===== config.mk =====
export PLATFORM = sky130hd
export DESIGN_NAME = uart_frame_tx
export DESIGN_NICKNAME = d
export VERILOG_FILES = /design/src/rtl/uart_frame_pkg.sv /design/src/rtl/uart_byte_tx.sv /design/src/rtl/uart_frame_tx.sv
export SDC_FILE = /design/constraint.sdc
export NUM_CORES = 1
export LEC_CHECK = 0
export BUFFER_PORTS_ARGS = -buffer_cell sky130_fd_sc_hd__buf_2
export CORE_ASPECT_RATIO = 1.25
export CORE_MARGIN = 5
export CORE_UTILIZATION = 27
export DETAILED_ROUTE_END_ITERATION = 8
export SLEW_MARGIN = 10
export SYNTH_ARGS = -nofsm -noshare
export SYNTH_HDL_FRONTEND = slang
export SYNTH_SLANG_ARGS = --single-unit

===== constraint.sdc =====
create_clock -name clk -period 2.93 [get_ports clk]
set_input_delay 0.586 -clock clk [delete_from_list [all_inputs] [get_ports clk]]
set_output_delay 0.586 -clock clk [all_outputs]
set_load 0.005 [all_outputs]

===== src/rtl/uart_frame_pkg.sv =====
// uart_frame_pkg: FSM states, payload limit and baud codes shared by the UART frame transmitter
package uart_frame_pkg;

    typedef enum logic [2:0] {IDLE, LOAD, SEND, WAIT, FIN} state_e;

    localparam int MAX_BYTES = 16;

    localparam logic [2:0] BAUD_9600   = 3'd0;
    localparam logic [2:0] BAUD_19200  = 3'd1;
    localparam logic [2:0] BAUD_38400  = 3'd2;
    localparam logic [2:0] BAUD_57600  = 3'd3;
    localparam logic [2:0] BAUD_115200 = 3'd4;
    localparam logic [2:0] BAUD_230400 = 3'd5;
    localparam logic [2:0] BAUD_460800 = 3'd6;
    localparam logic [2:0] BAUD_921600 = 3'd7;

    // clock cycles per serial bit, assuming a 50 MHz clk
    function automatic logic [15:0] bit_cycles(input logic [2:0] baud_set);
        case (baud_set)
            BAUD_9600:   bit_cycles = 16'd5208;
            BAUD_19200:  bit_cycles = 16'd2604;
            BAUD_38400:  bit_cycles = 16'd1302;
            BAUD_57600:  bit_cycles = 16'd868;
            BAUD_115200: bit_cycles = 16'd434;
            BAUD_230400: bit_cycles = 16'd217;
            BAUD_460800: bit_cycles = 16'd108;
            default:     bit_cycles = 16'd54;
        endcase
    endfunction

endpackage


===== src/rtl/uart_byte_tx.sv =====
// uart_byte_tx: 8N1 byte serializer; one send_en pulse sends data_byte, tx_done pulses in the last stop-bit cycle
module uart_byte_tx
    import uart_frame_pkg::*;
(
    input  logic       clk,
    input  logic       rst,
    input  logic [7:0] data_byte,
    input  logic       send_en,
    input  logic [2:0] baud_set,
    output logic       rs232_tx,
    output logic       tx_done
);

    logic        active_q, active_d;
    logic [15:0] div_q, div_d;
    logic [3:0]  bit_q, bit_d;
    logic [9:0]  shift_q, shift_d;
    logic        bit_end;

    always_comb begin
        active_d = active_q;
        div_d    = div_q;
        bit_d    = bit_q;
        shift_d  = shift_q;
        bit_end  = active_q && (div_q == bit_cycles(baud_set) - 16'd1);
        tx_done  = bit_end && (bit_q == 4'd9);
        if (!active_q) begin
            if (send_en) begin
                active_d = 1'b1;
                shift_d  = {1'b1, data_byte, 1'b0};
                div_d    = '0;
                bit_d    = '0;
            end
        end else if (bit_end) begin
            div_d    = '0;
            bit_d    = bit_q + 4'd1;
            shift_d  = {1'b1, shift_q[9:1]};
            active_d = !tx_done;
        end else begin
            div_d = div_q + 16'd1;
        end
    end

    always_ff @(posedge clk or negedge rst) begin
        if (!rst) begin
            active_q <= 1'b0;
            div_q    <= '0;
            bit_q    <= '0;
            shift_q  <= '1;
        end else begin
            active_q <= active_d;
            div_q    <= div_d;
            bit_q    <= bit_d;
            shift_q  <= shift_d;
        end
    end

    assign rs232_tx = !active_q || shift_q[0];

endmodule


===== src/rtl/uart_frame_tx.sv =====
// uart_frame_tx: captures a multi-byte payload and sends it as [header] payload [checksum] over uart_byte_tx
module uart_frame_tx
    import uart_frame_pkg::*;
#(
    parameter int         NUM_BYTES   = 3,
    parameter bit         HEADER_EN   = 1'b1,
    parameter logic [7:0] HEADER_BYTE = 8'h00,
    parameter bit         CHKSUM_EN   = 1'b0,
    parameter bit         LSB_FIRST   = 1'b1,
    parameter logic [2:0] BAUD_SET    = 3'd4
) (
    input  logic                   clk,
    input  logic                   rst,
    input  logic                   start,
    input  logic [8*NUM_BYTES-1:0] send_data,
    output logic                   busy,
    output logic                   done,
    output logic [4:0]             byte_idx,
    output logic                   rs232_tx
);

    if (NUM_BYTES < 1 || NUM_BYTES > MAX_BYTES) begin : g_bad_num_bytes
        $error("uart_frame_tx: NUM_BYTES must be 1..%0d", MAX_BYTES);
    end

    localparam logic [4:0] HDR_LEN  = 5'(HEADER_EN);
    localparam logic [4:0] PAY_END  = 5'(NUM_BYTES);
    localparam logic [4:0] LAST_IDX = 5'(int'(HEADER_EN) + NUM_BYTES + int'(CHKSUM_EN) - 1);

    state_e                 state_q, state_d;
    logic [8*MAX_BYTES-1:0] payload_q, payload_d;
    logic [7:0]             chk_q, chk_d;
    logic [4:0]             idx_q, idx_d;
    logic [7:0]             data_byte_q, data_byte_d;
    logic [4:0]             pay_idx;
    logic [3:0]             sel_idx;
    logic                   is_hdr, is_chk;
    logic [7:0]             cur_byte;
    logic                   send_en, tx_done;

    always_comb begin
        pay_idx     = idx_q - HDR_LEN;
        sel_idx     = LSB_FIRST ? pay_idx[3:0] : 4'(NUM_BYTES - 1) - pay_idx[3:0];
        is_hdr      = HEADER_EN && idx_q == 5'd0;
        is_chk      = CHKSUM_EN && pay_idx == PAY_END;
        cur_byte    = is_hdr ? HEADER_BYTE : is_chk ? chk_q : payload_q[{sel_idx, 3'b000} +: 8];
        state_d     = state_q;
        payload_d   = payload_q;
        chk_d       = chk_q;
        idx_d       = idx_q;
        data_byte_d = data_byte_q;
        case (state_q)
            IDLE: if (start) begin
                payload_d = (8*MAX_BYTES)'(send_data);
                chk_d     = '0;
                idx_d     = '0;
                state_d   = LOAD;
            end
            LOAD: begin
                data_byte_d = cur_byte;
                state_d     = SEND;
            end
            SEND: state_d = WAIT;
            WAIT: if (tx_done) begin
                chk_d   = (is_hdr || is_chk) ? chk_q : chk_q + data_byte_q;
                idx_d   = (idx_q == LAST_IDX) ? idx_q : idx_q + 5'd1;
                state_d = (idx_q == LAST_IDX) ? FIN : LOAD;
            end
            default: state_d = IDLE;
        endcase
    end

    always_ff @(posedge clk or negedge rst) begin
        if (!rst) begin
            state_q     <= IDLE;
            payload_q   <= '0;
            chk_q       <= '0;
            idx_q       <= '0;
            data_byte_q <= '0;
        end else begin
            state_q     <= state_d;
            payload_q   <= payload_d;
            chk_q       <= chk_d;
            idx_q       <= idx_d;
            data_byte_q <= data_byte_d;
        end
    end

    assign send_en  = state_q == SEND;
    assign busy     = state_q == LOAD || state_q == SEND || state_q == WAIT;
    assign done     = state_q == FIN;
    assign byte_idx = idx_q;

    uart_byte_tx u_byte_tx (
        .clk      (clk),
        .rst      (rst),
        .data_byte(data_byte_q),
        .send_en  (send_en),
        .baud_set (BAUD_SET),
        .rs232_tx (rs232_tx),
        .tx_done  (tx_done)
    );

endmodule

==> impl_metrics.ini <==
[layout]
area_growth_pct = 19.4
final_area_um2 = 4120
nets = 396
seqCellArea_um2 = 1760
diodes = 0
multiInputGateArea_um2 = 1600
fillers = 1291
drive_above_1_share_pct = 25.9

[global_routing]
overflow = 0
grt_pass1_wl_mm = 13.1
antenna_found_initial = 0
grt_max_degree = 71
globalRouteTotalUtil_pct = 10.5
grt_pass1_vias = 2718

[clock_tree]
numCtsBuffers = 9
path_clk_slew_ns = 0.06
cts_tree = yes
clk_path_buf_depth = 2
ctsHoldBuffers = 0
clk_latency_ns = 0.33
cts_max_level = 3
cts.sinks = 70
cts_setup_buffers = 0
cts_resized = 0
root_buffer = clkbuf_16

[run_status]
status = finished, final reports clean

[drt]
ant_nets = 0
avgRoutedWirePerCell_um = 13.7
drtIter0Drc = 137
firstDrtPassIters = 4
drc = 0
wirelength_mm = 7.34
vias_per_cell = 4.81
vias = 2572

[logic_synthesis]
seq_area_frac_synth_pct = 51.1
synth-edff-count = 0
synth_area_um2 = 3450
synthCells = 330
ys_warn_count = 0
syn-num-nets = 364
yosysUniqueCellTypes = 49
yosys.area.top_type = dfrtp_1
synthTopCellsByArea = dfrtp_1, mux2_2, dfstp_2, o21ai_0, mux2i_1
synth_flop_cell = dfrtp_1
synth_top_area_share_pct = 44.2
synthArstFlopShare_pct = 100
postSynthAreaPerCell_um2 = 10.5
synth-seq-cells = 70

[sta]
rsz0062_at_grt = no
period_needed_ns = 2.46
slew_violations = 0
final.setup_skew_ns = 0.00638
min_period_over_period_pct = 84.1
finalHoldViolCount = 0
finalSetupViolations = 0
tns_ns = 0
relSlewSlack_pct = 41.8
tightest_slew_ns = 0.873
fmax_mhz = 406

[die]
die_w_um = 111
rows = 46
io_pins = 35
dieArea_um2 = 15200
start_util_pct = 27.4
core_area_um2 = 12600
die_y_um = 136

[job]
max_cap_violations = 0

[setup_path]
required_ns = 3.15
cp-start-kind = register
reg2reg_setup_slack_ns = 0.47
rr_worst_depth = 5
crit_type = reg -> reg
cp_data_arrival_time_ns = 2.68
critPathCaptureType = register
cp_max_fo = 6

[power]
leakage_nw = 1.77
powerDensity_nw_per_um2 = 610
ir_drop_mv = 0.490

[place]
port_buffers = 34
place.gp.congestion = 0.812
dp_hpwl_mm = 5.24
place_area_um2 = 3810

[hold_path]
hold_class = in -> async
-- where the power goes --
| group | internal [mW] | switching [mW] |
|---|---|---|
| combinational | 0.120 | 0.149 |
| clock | 0.686 | 0.430 |
| sequential | 1.05 | 0.0823 |
-- cell families (layout without fill, tap and decap cells) --
logic type               count (synthesis)  after routing  share of synthesized area (%)
flip-flops                              70             70                           51.1
AO/OA/AOI/OAI                           78             78                           14.6
adder cells (fa/ha/maj)                  7              7                           2.54
multiplexers                            39             39                           12.2
buffers and inverters                   26             63                           2.94
XOR/XNOR                                 3              3                          0.762
AND/OR/NAND/NOR                        107            107                           15.9
-- worst max-delay path: stages (launching register included) --
cell and delay (ns):
dfrtp_1 0.42, or4_1 0.64, nor4_2 0.54, and2b_1 0.33
o21ai_1 0.19, a32o_1 0.24
-- final timing paths --
path | from | to
worst max-delay path | u_byte_tx.div_q[13] | byte_idx[1]
worst max register to register | u_byte_tx.div_q[13] | byte_idx[1]
worst min-delay path | rst | u_byte_tx.div_q[8]
min in group clk | u_byte_tx.shift_q[7] | u_byte_tx.shift_q[7]
worst min register to register | u_byte_tx.shift_q[7] | u_byte_tx.shift_q[7]
max in group asynchronous | rst | data_byte_q[3]
-- Yosys cell counts, types with 2 or more instances --
cell and number:
nand3_1 10, clkbuf_1 15, nor3_1 5, nand4_1 6, buf_2 3, or4_1 5
mux2i_1 15, o21ai_0 33, nand2_1 34, or2_2 3, a22o_1 8, and3_1 4
inv_1 7, a21o_1 2, nor4_1 2, a21oi_1 9, a31oi_1 8, dfrtp_1 61
o31ai_1 2, o21ai_1 4, or3_1 3, xor2_1 3, o41ai_1 2, and2_1 2
mux2_2 24, nor2_1 21, dfstp_2 9, ha_1 7, nand3b_1 3
-- layer usage --
| metal | track usage [%] | vias up | share of wire (%) |
|---|---|---|---|
| li1 | - | 1264 | - |
| met2 | 18.0 | 61 | 50 |
| met1 | 12.5 | 1236 | 43 |
| met3 | 3.25 | 11 | 5.0 |
| met4 | 3.99 | 0 | 1.6 |
| met5 | 0 | - | 0 |
-- stage by stage --
stage                     power, mW  utilization (%)  worst slack [ns]  instances  hold WS [ns]
after CTS                      2.55             32.7             0.452        535         0.468
after global routing           2.64             32.7             0.316        535         0.468
final                          2.51             32.7             0.467        535         0.441
after floorplan                1.32                -             0.854        330         0.290
after global placement         1.40             30.2             0.524        519         0.454
after detailed placement       1.42             30.2             0.481        519         0.460
-- state kept, by name, indices dropped and copies added (netlist names) --
signal and cells:
u_byte_tx.shift_q 9, u_byte_tx.bit_q 4, payload_q 24, u_byte_tx.active_q 1
byte_idx 5, u_byte_tx.div_q 16, data_byte_q 8, state_q 3
-- area by class of cell --
class	instances	area share, %
Timing Repair Buffer	40	5.22
Tap cell	168	5.10
Sequential cell	70	42.8
Multi-Input combinational cell	234	38.7
Inverter	7	0.638
Clock buffer	10	5.80
Clock inverter	6	1.70
-- layout by cell type (no fill, tap or decap), types with 4 or more instances in the layout --
cell	Yosys	routed
inv_1	7	7
nand4_1	6	6
or4_1	5	5
ha_1	7	7
a22o_1	8	8
buf_2	3	34
dfrtp_1	61	61
nand3_1	10	10
nor2_1	21	21
mux2_2	24	24
clkbuf_16	0	9
dfstp_2	9	9
a31oi_1	8	8
a21oi_1	9	9
nor3_1	5	5
buf_4	0	6
nand2_1	34	34
o21ai_1	4	4
mux2i_1	15	15
o21ai_0	33	33
and3_1	4	4
No activity file was read; power rests on OpenSTA's default activity.
